## config.mk

```make
export PLATFORM = sky130hd
export DESIGN_NAME = eth_tx_frame_gen
export DESIGN_NICKNAME = d
export VERILOG_FILES = /design/src/rtl/eth_tx_frame_gen.sv
export SDC_FILE = /design/constraint.sdc
export NUM_CORES = 1
export LEC_CHECK = 0
export ABC_AREA = 0
export CAP_MARGIN = 30
export CELL_PAD_IN_SITES_DETAIL_PLACEMENT = 0
export CELL_PAD_IN_SITES_GLOBAL_PLACEMENT = 1
export CORE_UTILIZATION = 44
export CTS_CLUSTER_DIAMETER = 50
export DETAILED_ROUTE_END_ITERATION = 10
export GPL_TIMING_DRIVEN = 0
export PLACE_DENSITY_LB_ADDON = 0.1
export RECOVER_POWER = 100
export SLEW_MARGIN = 20
export SYNTH_ARGS = -nofsm -noshare
export SYNTH_HDL_FRONTEND = slang
export SYNTH_SLANG_ARGS = --single-unit
```

## constraint.sdc

```tcl
create_clock -name i_mac_tx_clk -period 9.4 [get_ports i_mac_tx_clk]
set_input_delay 1.88 -clock i_mac_tx_clk [delete_from_list [all_inputs] [get_ports i_mac_tx_clk]]
set_output_delay 1.88 -clock i_mac_tx_clk [all_outputs]
set_load 0.01 [all_outputs]
```

## src/rtl/eth_tx_frame_gen.sv

```systemverilog
// Ethernet II test-frame generator for the MAC TX byte interface.
// Emits dst/src/type, sequence-numbered payload and in-line CRC-32 FCS.
module eth_tx_frame_gen #(
    parameter int MIN_PAYLOAD = 46,
    parameter int MAX_PAYLOAD = 1500,
    parameter int IFG_CYCLES  = 12
) (
    input  logic        i_mac_tx_clk,
    input  logic        i_rst,
    input  logic        i_start,
    input  logic        i_cont,
    input  logic [10:0] i_payload_len,
    input  logic [47:0] i_dst_mac,
    input  logic [47:0] i_src_mac,
    input  logic [15:0] i_ethertype,
    output logic [7:0]  o_mac_tx_data,
    output logic        o_mac_tx_valid,
    output logic        o_mac_tx_sof,
    output logic        o_mac_tx_eof,
    output logic        o_busy,
    output logic        o_frame_done,
    output logic [31:0] o_frame_cnt
);

    localparam logic [10:0] MIN_L = 11'(MIN_PAYLOAD);
    localparam logic [10:0] MAX_L = 11'(MAX_PAYLOAD);
    localparam logic [10:0] IFG_LAST =
        11'((IFG_CYCLES > 0) ? IFG_CYCLES - 1 : 0);

    typedef enum logic [2:0] {
        S_IDLE,
        S_HDR,
        S_PAY,
        S_FCS,
        S_IFG
    } state_t;

    state_t        r_state;
    state_t        w_state_nx;
    logic [10:0]   r_idx;
    logic [10:0]   w_idx_nx;
    logic [111:0]  r_hdr;
    logic [10:0]   r_n;
    logic [31:0]   r_seq;
    logic [31:0]   r_crc;
    logic [10:0]   w_len;
    logic [7:0]    w_byte;
    logic [7:0]    w_seq_byte;
    logic [7:0]    w_fcs_byte;
    logic          w_valid;
    logic          w_sof;
    logic          w_eof;
    logic          w_launch;
    logic          w_crc_en;

    // Reflected CRC-32, one data byte per call, LSB first.
    function automatic logic [31:0] crc_next(
        input logic [31:0] c,
        input logic [7:0]  d
    );
        logic [31:0] v;
        v = c;
        for (int b = 0; b < 8; b++)
            v = (v >> 1) ^ (32'hEDB88320 & {32{v[0] ^ d[b]}});
        return v;
    endfunction

    always_comb begin
        w_len = i_payload_len;
        if (i_payload_len < MIN_L)
            w_len = MIN_L;
        else if (i_payload_len > MAX_L)
            w_len = MAX_L;
    end

    always_comb begin
        w_seq_byte = r_seq[31:24];
        unique case (r_idx[1:0])
            2'd0: w_seq_byte = r_seq[31:24];
            2'd1: w_seq_byte = r_seq[23:16];
            2'd2: w_seq_byte = r_seq[15:8];
            2'd3: w_seq_byte = r_seq[7:0];
            default: w_seq_byte = 8'h00;
        endcase
    end

    always_comb begin
        w_fcs_byte = ~r_crc[7:0];
        unique case (r_idx[1:0])
            2'd0: w_fcs_byte = ~r_crc[7:0];
            2'd1: w_fcs_byte = ~r_crc[15:8];
            2'd2: w_fcs_byte = ~r_crc[23:16];
            2'd3: w_fcs_byte = ~r_crc[31:24];
            default: w_fcs_byte = 8'h00;
        endcase
    end

    always_comb begin
        w_state_nx = r_state;
        w_idx_nx   = r_idx + 11'd1;
        w_byte     = 8'h00;
        w_valid    = 1'b0;
        w_sof      = 1'b0;
        w_eof      = 1'b0;
        w_launch   = 1'b0;
        w_crc_en   = 1'b0;
        unique case (r_state)
            S_IDLE: begin
                w_idx_nx = 11'd0;
                // busy still high on the first IDLE cycle after IFG
                if ((i_start || i_cont) && !o_busy) begin
                    w_state_nx = S_HDR;
                    w_launch   = 1'b1;
                end
            end
            S_HDR: begin
                w_valid  = 1'b1;
                w_crc_en = 1'b1;
                w_byte   = r_hdr[111:104];
                w_sof    = (r_idx == 11'd0);
                if (r_idx == 11'd13) begin
                    w_state_nx = S_PAY;
                    w_idx_nx   = 11'd0;
                end
            end
            S_PAY: begin
                w_valid  = 1'b1;
                w_crc_en = 1'b1;
                if (r_idx < 11'd4)
                    w_byte = w_seq_byte;
                else
                    w_byte = r_seq[7:0] + r_idx[7:0];
                if (r_idx == r_n - 11'd1) begin
                    w_state_nx = S_FCS;
                    w_idx_nx   = 11'd0;
                end
            end
            S_FCS: begin
                w_valid = 1'b1;
                w_byte  = w_fcs_byte;
                if (r_idx == 11'd3) begin
                    w_eof    = 1'b1;
                    w_idx_nx = 11'd0;
                    if (IFG_CYCLES > 0) begin
                        w_state_nx = S_IFG;
                    end else if (i_cont) begin
                        w_state_nx = S_HDR;
                        w_launch   = 1'b1;
                    end else begin
                        w_state_nx = S_IDLE;
                    end
                end
            end
            S_IFG: begin
                if (r_idx == IFG_LAST) begin
                    w_idx_nx = 11'd0;
                    if (i_cont) begin
                        w_state_nx = S_HDR;
                        w_launch   = 1'b1;
                    end else begin
                        w_state_nx = S_IDLE;
                    end
                end
            end
            default: begin
                w_state_nx = S_IDLE;
                w_idx_nx   = 11'd0;
            end
        endcase
    end

    always_ff @(posedge i_mac_tx_clk) begin
        if (i_rst) begin
            r_state        <= S_IDLE;
            r_idx          <= 11'd0;
            r_hdr          <= '0;
            r_n            <= 11'd0;
            r_seq          <= 32'd0;
            r_crc          <= 32'd0;
            o_mac_tx_data  <= 8'h00;
            o_mac_tx_valid <= 1'b0;
            o_mac_tx_sof   <= 1'b0;
            o_mac_tx_eof   <= 1'b0;
            o_busy         <= 1'b0;
            o_frame_done   <= 1'b0;
            o_frame_cnt    <= 32'd0;
        end else begin
            r_state        <= w_state_nx;
            r_idx          <= w_idx_nx;
            o_mac_tx_data  <= w_byte;
            o_mac_tx_valid <= w_valid;
            o_mac_tx_sof   <= w_sof;
            o_mac_tx_eof   <= w_eof;
            o_busy         <= (r_state != S_IDLE);
            o_frame_done   <= o_mac_tx_eof;
            if (w_launch) begin
                r_hdr <= {i_dst_mac, i_src_mac, i_ethertype};
                r_n   <= w_len;
                r_crc <= 32'hFFFF_FFFF;
            end else begin
                if (r_state == S_HDR)
                    r_hdr <= r_hdr << 8;
                if (w_crc_en)
                    r_crc <= crc_next(r_crc, w_byte);
            end
            if (w_eof) begin
                r_seq       <= r_seq + 32'd1;
                o_frame_cnt <= o_frame_cnt + 32'd1;
            end
        end
    end

endmodule

```

==> results.txt, run 1 <==
* Number of iterations in the first detailed-routing pass: 6
* Post-detailed-placement half-perimeter wirelength: around 27 mm
* Net count of the finished layout: 1850
* Setup tns final: 0 ns
* Unrepaired setup endpoints after global routing: no
- For this design the top-level I/O count stands at about 170.
- The initial antenna violation count is 6.
- Inserted Clock Buffers: 36
- Mean number of vias per cell: between 5 and 6
- The total count of max-transition violations in the final report is 0.
* Horiz. Die Dim: ~170 um
- Number of sinks driven by the clock tree: ~250
* Worst EP required: ~9.8 ns
- Gate Count Post-Synth: 1498
- Number of design rule violations left after detail routing: 0
- The number of hold-slack violations in the final timing report is 0.
* Total placed cells including tap cells: about 2000
* Category of the most critical setup path: reg2reg
* Non-Filler Instances: roughly 2100
* Top achievable clock speed: about 200 MHz
* Clock Latency Late Sink: a little over 0.5 ns
- Across the run, the number of max-cap violations was 0.
- The run finished with clean final reports.
* CTS max path bufs: 3
* Maximum ir drop on the vdd rail: 0.168 mV
- Pin count of the biggest net entering global routing: 12
* Cell Area, Synth: approximately 12000 um^2
- After clock tree synthesis, the clock-pin slew on the worst setup and hold paths is 0.05 ns.
- From synthesis to final layout, the design area changed by 26.5%.
* Number of library cell types mapped by synthesis: 66
- Worst hold-check slack: ~0.46 ns
* Largest fanout on the critical path: 10
* Flip-flop and latch count after synthesis: 246
* Average wire length per cell after detail routing: roughly 18 um
- Dividing the synthesized area by the synthesized cell count gives between 8 and 9 um^2.
* Share of synthesized registers carrying an async set or reset: 0%
- Layout Utilization: between 50 and 60%
- Count of warnings emitted by yosys: 0
* Pwr dens: roughly 330 nW/um^2
* Vert. Die Dim: between 150 and 200 um
* Worst stage delay on the critical path: approximately 1.2 ns
- For this block, the routed nets add up to 36.6 mm of wire.
- The clock period could shrink to between 5 and 6 ns.
- The floorplan step defined a core boundary enclosing about 27000 um^2.
- The count of nets left with antenna violations once routing finished came out at 0.
- The congestion estimate from routability-driven global placement came to approximately 0.88.
- Sequential element share of the synthesized area: ~40%
- The min-delay analysis places its worst path in the category reg2reg.
- The synthesized design devotes to its leading area cell type between 40% and 50% of total area.
* Worst-path cell with the longest stage delay: sky130_fd_sc_hd__a221oi_1
- Share of the clock period used by the worst path after layout: 53.3%
- Post-cts resize count: 0
* Number of buffers added for setup after CTS: 0
- For this design the static power due to leakage is 5.54 nW.
* Setup Viol. Count Final: 0
* Top_reg_cell synth: sky130_fd_sc_hd__dfxtp_1
- Rows: 60
- Clock tree synthesis selected as its root buffer the cell sky130_fd_sc_hd__clkbuf_16.
- Between clock sinks in the finished design, the worst skew comes to around 0.015 ns.
- The first global-routing pass estimated 57.9 mm of wire.
- For the worst setup path, the data arrival time is 5.42 ns.
- Leftover overflow at the end of global routing: 0
- Tot Pwr: about 5 mW
- TritonCTS built the clock tree.
- Fraction of final layout cells with drive strength greater than 1: under 10%
* Slew @ Worst Pin: between 1 and 1.5 ns
- The worst setup path is launched from a flip-flop.
- The H-tree generated during clock tree synthesis spans 2 levels.
* Overall track demand over capacity in global routing: 25.6%
- Hold buffer count at CTS: 0
- Setup crit end kind: flip-flop
- Headroom to the max-slew limit: approximately 4.6%
* Net count after synthesis: 1641
- Initial core utilization: a little under half
* Floorplan die area: roughly 28000 um^2
* Library cell occupying the most area in the post-synthesis netlist: sky130_fd_sc_hd__dfxtp_1
* Cell types with the largest area share after synthesis: sky130_fd_sc_hd__dfxtp_1 (40%), sky130_fd_sc_hd__nand2_1 (8.6%), sky130_fd_sc_hd__a311oi_1 (7.6%)
- Traced cell by cell, the critical path runs through ha_1 -> clkbuf_1 -> clkbuf_1 -> a222oi_1 -> o21ai_0 -> and2_0 -> nor3_1 -> a221oi_1 -> xnor2_1 -> xor2_1 -> xor2_1 -> a211oi_1.
- Number of vias in the routed layout: approximately 11000
- Input and output buffers added on the ports amount to about 170.
- The number of global-route vias before repair was approximately 11000.
- Count of flip-flops with a built-in enable after synthesis: 0
- Initial drt markers: approximately 810
==> registers in the layout (all words and copies together), names as in the netlist <==
name            cells
o_mac_tx_valid      1
r_hdr             112
r_crc              32
r_seq              32
o_mac_tx_data       8
o_mac_tx_sof        1
r_idx              11
o_busy              1
r_n                11
o_frame_cnt        32
r_state             3
o_frame_done        1
o_mac_tx_eof        1
==> placed cells by master (no fill, tap or decap), types with 23 or more instances in the layout <==
| master | count |
|---|---|
| sky130_fd_sc_hd__clkbuf_1 | 104 |
| sky130_fd_sc_hd__nor3_1 | 55 |
| sky130_fd_sc_hd__or3_1 | 23 |
| sky130_fd_sc_hd__nand3_1 | 49 |
| sky130_fd_sc_hd__a21oi_1 | 47 |
| sky130_fd_sc_hd__clkbuf_16 | 37 |
| sky130_fd_sc_hd__dlygate4sd3_1 | 47 |
| sky130_fd_sc_hd__xor2_1 | 58 |
| sky130_fd_sc_hd__nor2_1 | 209 |
| sky130_fd_sc_hd__dfxtp_1 | 246 |
| sky130_fd_sc_hd__o21ai_0 | 38 |
| sky130_fd_sc_hd__a211oi_1 | 27 |
| sky130_fd_sc_hd__xnor2_1 | 67 |
| sky130_fd_sc_hd__a311oi_1 | 106 |
| sky130_fd_sc_hd__clkdlybuf4s50_1 | 124 |
| sky130_fd_sc_hd__inv_1 | 25 |
| sky130_fd_sc_hd__nand2_1 | 279 |
==> power by group <==
group          internal, mW  switching [mW]
Combinational         0.924            1.33
Sequential             1.34           0.215
Clock                 0.772           0.498
Total                  3.04            2.04
==> worst max-delay path: cells and delay by family, from the launching register on <==
kind,cells,cell delay (ns)
flip-flops,1,0.51
adder cells (fa/ha/maj),1,0.40
AO/OA/AOI/OAI,4,1.79
XOR/XNOR,3,0.93
buffers and inverters,2,0.96
AND/OR/NAND/NOR,2,0.30
==> cells by family after synthesis <==
| family | Yosys count | synth area share (%) |
|---|---|---|
| buffers and inverters | 131 | 4.13 |
| xor gates and xnor gates | 141 | 11.8 |
| muxes | 2 | 0.164 |
| DFF | 246 | 40.4 |
| adders and majority gates | 16 | 1.71 |
| and+or+nand+nor | 692 | 24.8 |
| AOI/OAI and AO/OA | 270 | 17.0 |
==> cell type report <==
type	count	area [um^2]
Inverter	25	93.8
Clock inverter	16	135
Sequential cell	246	4920
Fill cell	2593	11600
Multi-Input combinational cell	1121	6720
Buffer	106	409
Antenna cell	2	5.00
Tap cell	341	427
Timing Repair Buffer	171	1710
Clock buffer	43	978
==> cell usage after synthesis (all sizes together), types with 6 or more instances <==
cell type	instances
inv	25
xor2	59
nand4	13
nor3	55
and2	6
clkbuf	101
nor4	7
or3	23
and3	16
nand2b	8
ha	15
a211oi	30
o22ai	7
a311oi	106
dfxtp	246
xnor2	76
a222oi	8
a21oi	47
nor2b	14
nand2	279
nand3	49
nor2	209
o21ai	38
==> per-layer routing <==
layer	global-route usage [%]	up-vias	wire length [um]
met5	0	-	41
met4	8.97	6	929
met2	42.1	323	17200
met3	4.58	82	1940
met1	33.8	5371	16600
li1	-	5671	-
==> final timing paths <==
path / startpoint / to / slack [ns] / cells past startpoint
worst max register to register: r_idx[0] / r_crc[18] / 4.39 / 12
worst max-delay path: r_idx[0] / r_crc[18] / 4.39 / 12
worst min-delay path: o_mac_tx_eof / o_frame_done / 0.46 / 1
worst min register to register: o_mac_tx_eof / o_frame_done / 0.46 / 1
==> per-stage QoR <==
step	cell area [um^2]	setup slack, ns
2_1_floorplan	12200	6.17
3_3_place_gp	14300	4.89
3_5_place_dp	14300	4.92
5_1_grt	15400	4.10
4_1_cts	15400	5.16
6_report	15400	4.39
Note: power is estimated with default switching activity, not from simulation.
==> run 2, diff against run 1 <==
- CORE_UTILIZATION: 44 -> 37
- clock period: 9.4 -> 4.4 ns (I/O delays scaled with it)
==> results.txt, run 2 (synthesized netlist as in run 1, its figures left out) <==
* Number of vias in the routed layout: around 11000
- Combinational cell fraction of total power: 43.7%
* Hold crit path type: reg2reg
- TritonCTS clock tree: done
- Clock Latency Late Sink: between 0.5 and 0.6 ns
- Clock tree synthesis found a total of 246 sinks.
- Internal power comes to roughly 6.8 mW.
- In this run switching power makes up 39.6% of total power.
* Seq pwr share: 29.8%
* Number of iterations in the first detailed-routing pass: 6
* Pins over their slew limit: 0
* Flip-flop count of the largest register, all copies and words added: about 110
- The flow ran to the end, and the final reports show no timing, DRC or antenna violations.
* Mean number of vias per cell: about 5.2
- Initial drt markers: roughly 740
* Share of the clock period used by the worst path after layout: a little over nine tenths
* Pin count of the biggest net entering global routing: 13
* Initial core utilization: roughly 38%
- Crit-path cells: inv_1 -> ha_1 -> clkbuf_1 -> nor2b_1 -> a2111oi_0 -> a211oi_1 -> a211oi_1 -> xnor2_2 -> xnor2_4 -> xor3_1 -> xor2_1 -> a211oi_1
- Layout Utilization: 48.3%
- Summed over all failing endpoints, the final setup total negative slack is 0 ns.
- The H-tree generated during clock tree synthesis spans 2 levels.
* Most frequent cells in the layout: sky130_fd_sc_hd__nand2_1 (279), sky130_fd_sc_hd__dfxtp_1 (246), sky130_fd_sc_hd__nor2_1 (209)
- The final layout contains routed wiring with a total length of roughly 38 mm.
- Total of buffers placed on input and output ports: 171
- The die covers roughly 34000 um^2.
- Setup crit end kind: flip-flop
- Switching power total: roughly 4.4 mW
* Routability-driven placement congestion ratio: roughly 0.85
- The initial antenna violation count came to 5.
- Leftover overflow at the end of global routing: 0
- Leading cell type in the layout, fill and taps excluded: sky130_fd_sc_hd__nand2_1
- After detailed routing, the average wire length per cell comes to approximately 18 um.
* Net count of the finished layout: about 1900
- The clock passes through at most 3 buffers.
* Wire length of the first global-routing pass: ~60 mm
- In this run the remaining antenna-violating nets after routing total 0.
* Count of boundary I/O pins: about 170
* Setup Viol. Count Final: 0
- The number of global-route vias before repair came to about 11000.
- Std-Cell Core Area: approximately 32000 um^2
- The die is 183 um wide.
* Number of design rule violations left after detail routing: 0
* Leakage power total: ~5.6 nW
* Data arrival time of the critical path: approximately 4.6 ns
- Between clock sinks in the finished design, the worst skew comes to roughly 0.017 ns.
* Count of fill cells added during filler insertion: 3229
* Vert. Die Dim: 183 um
* Overall track demand over capacity in global routing: between 20% and 30%
- Based on the critical path, the design can be clocked at up to roughly 240 MHz.
- The HPWL after detailed placement is 28.6 mm.
- Final Critical Period: roughly 4.2 ns
- Dominant cell type by count on the critical path: sky130_fd_sc_hd__a211oi_1
* Clock slew at reported path FFs: 0.06 ns
- Area delta synth->final: 28.8%
- The tree is rooted in a sky130_fd_sc_hd__clkbuf_16.
- The clock network is responsible for about a quarter of the overall power.
- Launching element type of the critical path: flip-flop
- Largest fanout on the critical path: 10
- Register ranked first by flip-flop count: r_hdr
- The critical path is of the reg2reg type.
- Final Hold Fails: 0
* Worst stage delay on the critical path: ~0.54 ns
* Slew @ Worst Pin: ~0.84 ns
- Worst-path cell with the longest stage delay: sky130_fd_sc_hd__dfxtp_1
- Headroom to the max-slew limit: between 40% and 50%
- For the worst setup path, the data required time is approximately 4.8 ns.
- Fraction of final layout cells with drive strength greater than 1: approximately 5.4%
- Number of violations of the max-capacitance limit: 0
- After floorplanning, the core was divided into 66 placement rows.
- In this run the power density over the cells is ~700 nW/um^2.
* Inserted Clock Buffers: 34
- IR analysis of the VDD net gives a maximum drop of 0.393 mV.
- Unrepaired setup endpoints after global routing: no
## run 2: cell count changes in the layout (fill, tap and decap cells not counted), sizes merged
| cell | before | now |
|---|---|---|
| clkbuf | 144 | 149 |
| buf | 5 | 8 |
| bufinv | 1 | 4 |
| clkinvlp | 2 | 0 |
| clkdlybuf4s50 | 124 | 125 |
| clkinv | 9 | 8 |
| dlygate4sd3 | 47 | 46 |
## run 2: final cells by class
class                   instances  area [um^2]  area share (%)
multi-input cells            1121         6720            42.8
flip-flops and latches        246         4920            31.4
repair buffers                176         1750            11.2
clock buffers                  46         1020            6.50
well taps                     442          553            3.53
plain buffers                 106          410            2.62
clock inverters                16          208            1.32
inverters                      25         93.8           0.598
diodes                          2         5.00          0.0319
## run 2: power groups by stage
stage | registers (mW) | clock network, mW | logic, mW
5_1_grt | 3.40 | 3.12 | 5.41
4_1_cts | 3.33 | 3.02 | 4.89
3_3_place_gp | 3.36 | 0 | 4.84
6_report | 3.33 | 2.97 | 4.90
3_5_place_dp | 3.36 | 0 | 4.86
2_1_floorplan | 3.21 | 0 | 3.68
## run 2: final timing paths
kind / to / from / cells after the start / slack [ns]
setup / recovery: r_crc[8] / r_idx[1] / 12 / 0.20
setup reg to reg: r_crc[8] / r_idx[1] / 12 / 0.20
hold reg to reg: o_frame_done / o_mac_tx_eof / 1 / 0.46
hold / removal: o_frame_done / o_mac_tx_eof / 1 / 0.46
## run 2: stage by stage
step                      power, mW  hold WS (ns)  setup slack, ns  std cells  area [um^2]
after floorplan                6.90         0.444             1.17       1498        12200
after global placement         8.20         0.455           0.0314       2111        14400
after detailed placement       8.23         0.462           0.0232       2111        14400
after CTS                      11.2         0.471          0.00156       2173        15700
after global routing           11.9         0.480           0.0290       2178        15700
final                          11.2         0.463            0.204       2180        15700
## run 2: worst max-delay path: cells and delay by family, from the launching register on
kind | cells | cell delay, ns
buffers and inverters | 2 | 0.55
AOI/OAI and AO/OA | 4 | 1.20
xor gates and xnor gates | 4 | 1.27
DFF | 1 | 0.54
and+or+nand+nor | 1 | 0.23
adders and majority gates | 1 | 0.30
## run 2: routing by layer
layer	GRT usage (%)	wire, um	share of wire (%)	vias to the layer above
met5	0	28	0.073	-
li1	-	-	-	5689
met2	36.6	17600	46	264
met4	6.93	953	2.5	4
met3	3.86	1810	4.7	74
met1	30.8	18000	47	5395
## run 2: what timing repair did
item	in CTS	in global routing
buffers inserted	0	5
hold buffers	0	0
gates resized for setup	0	5
setup endpoints to repair	0	38
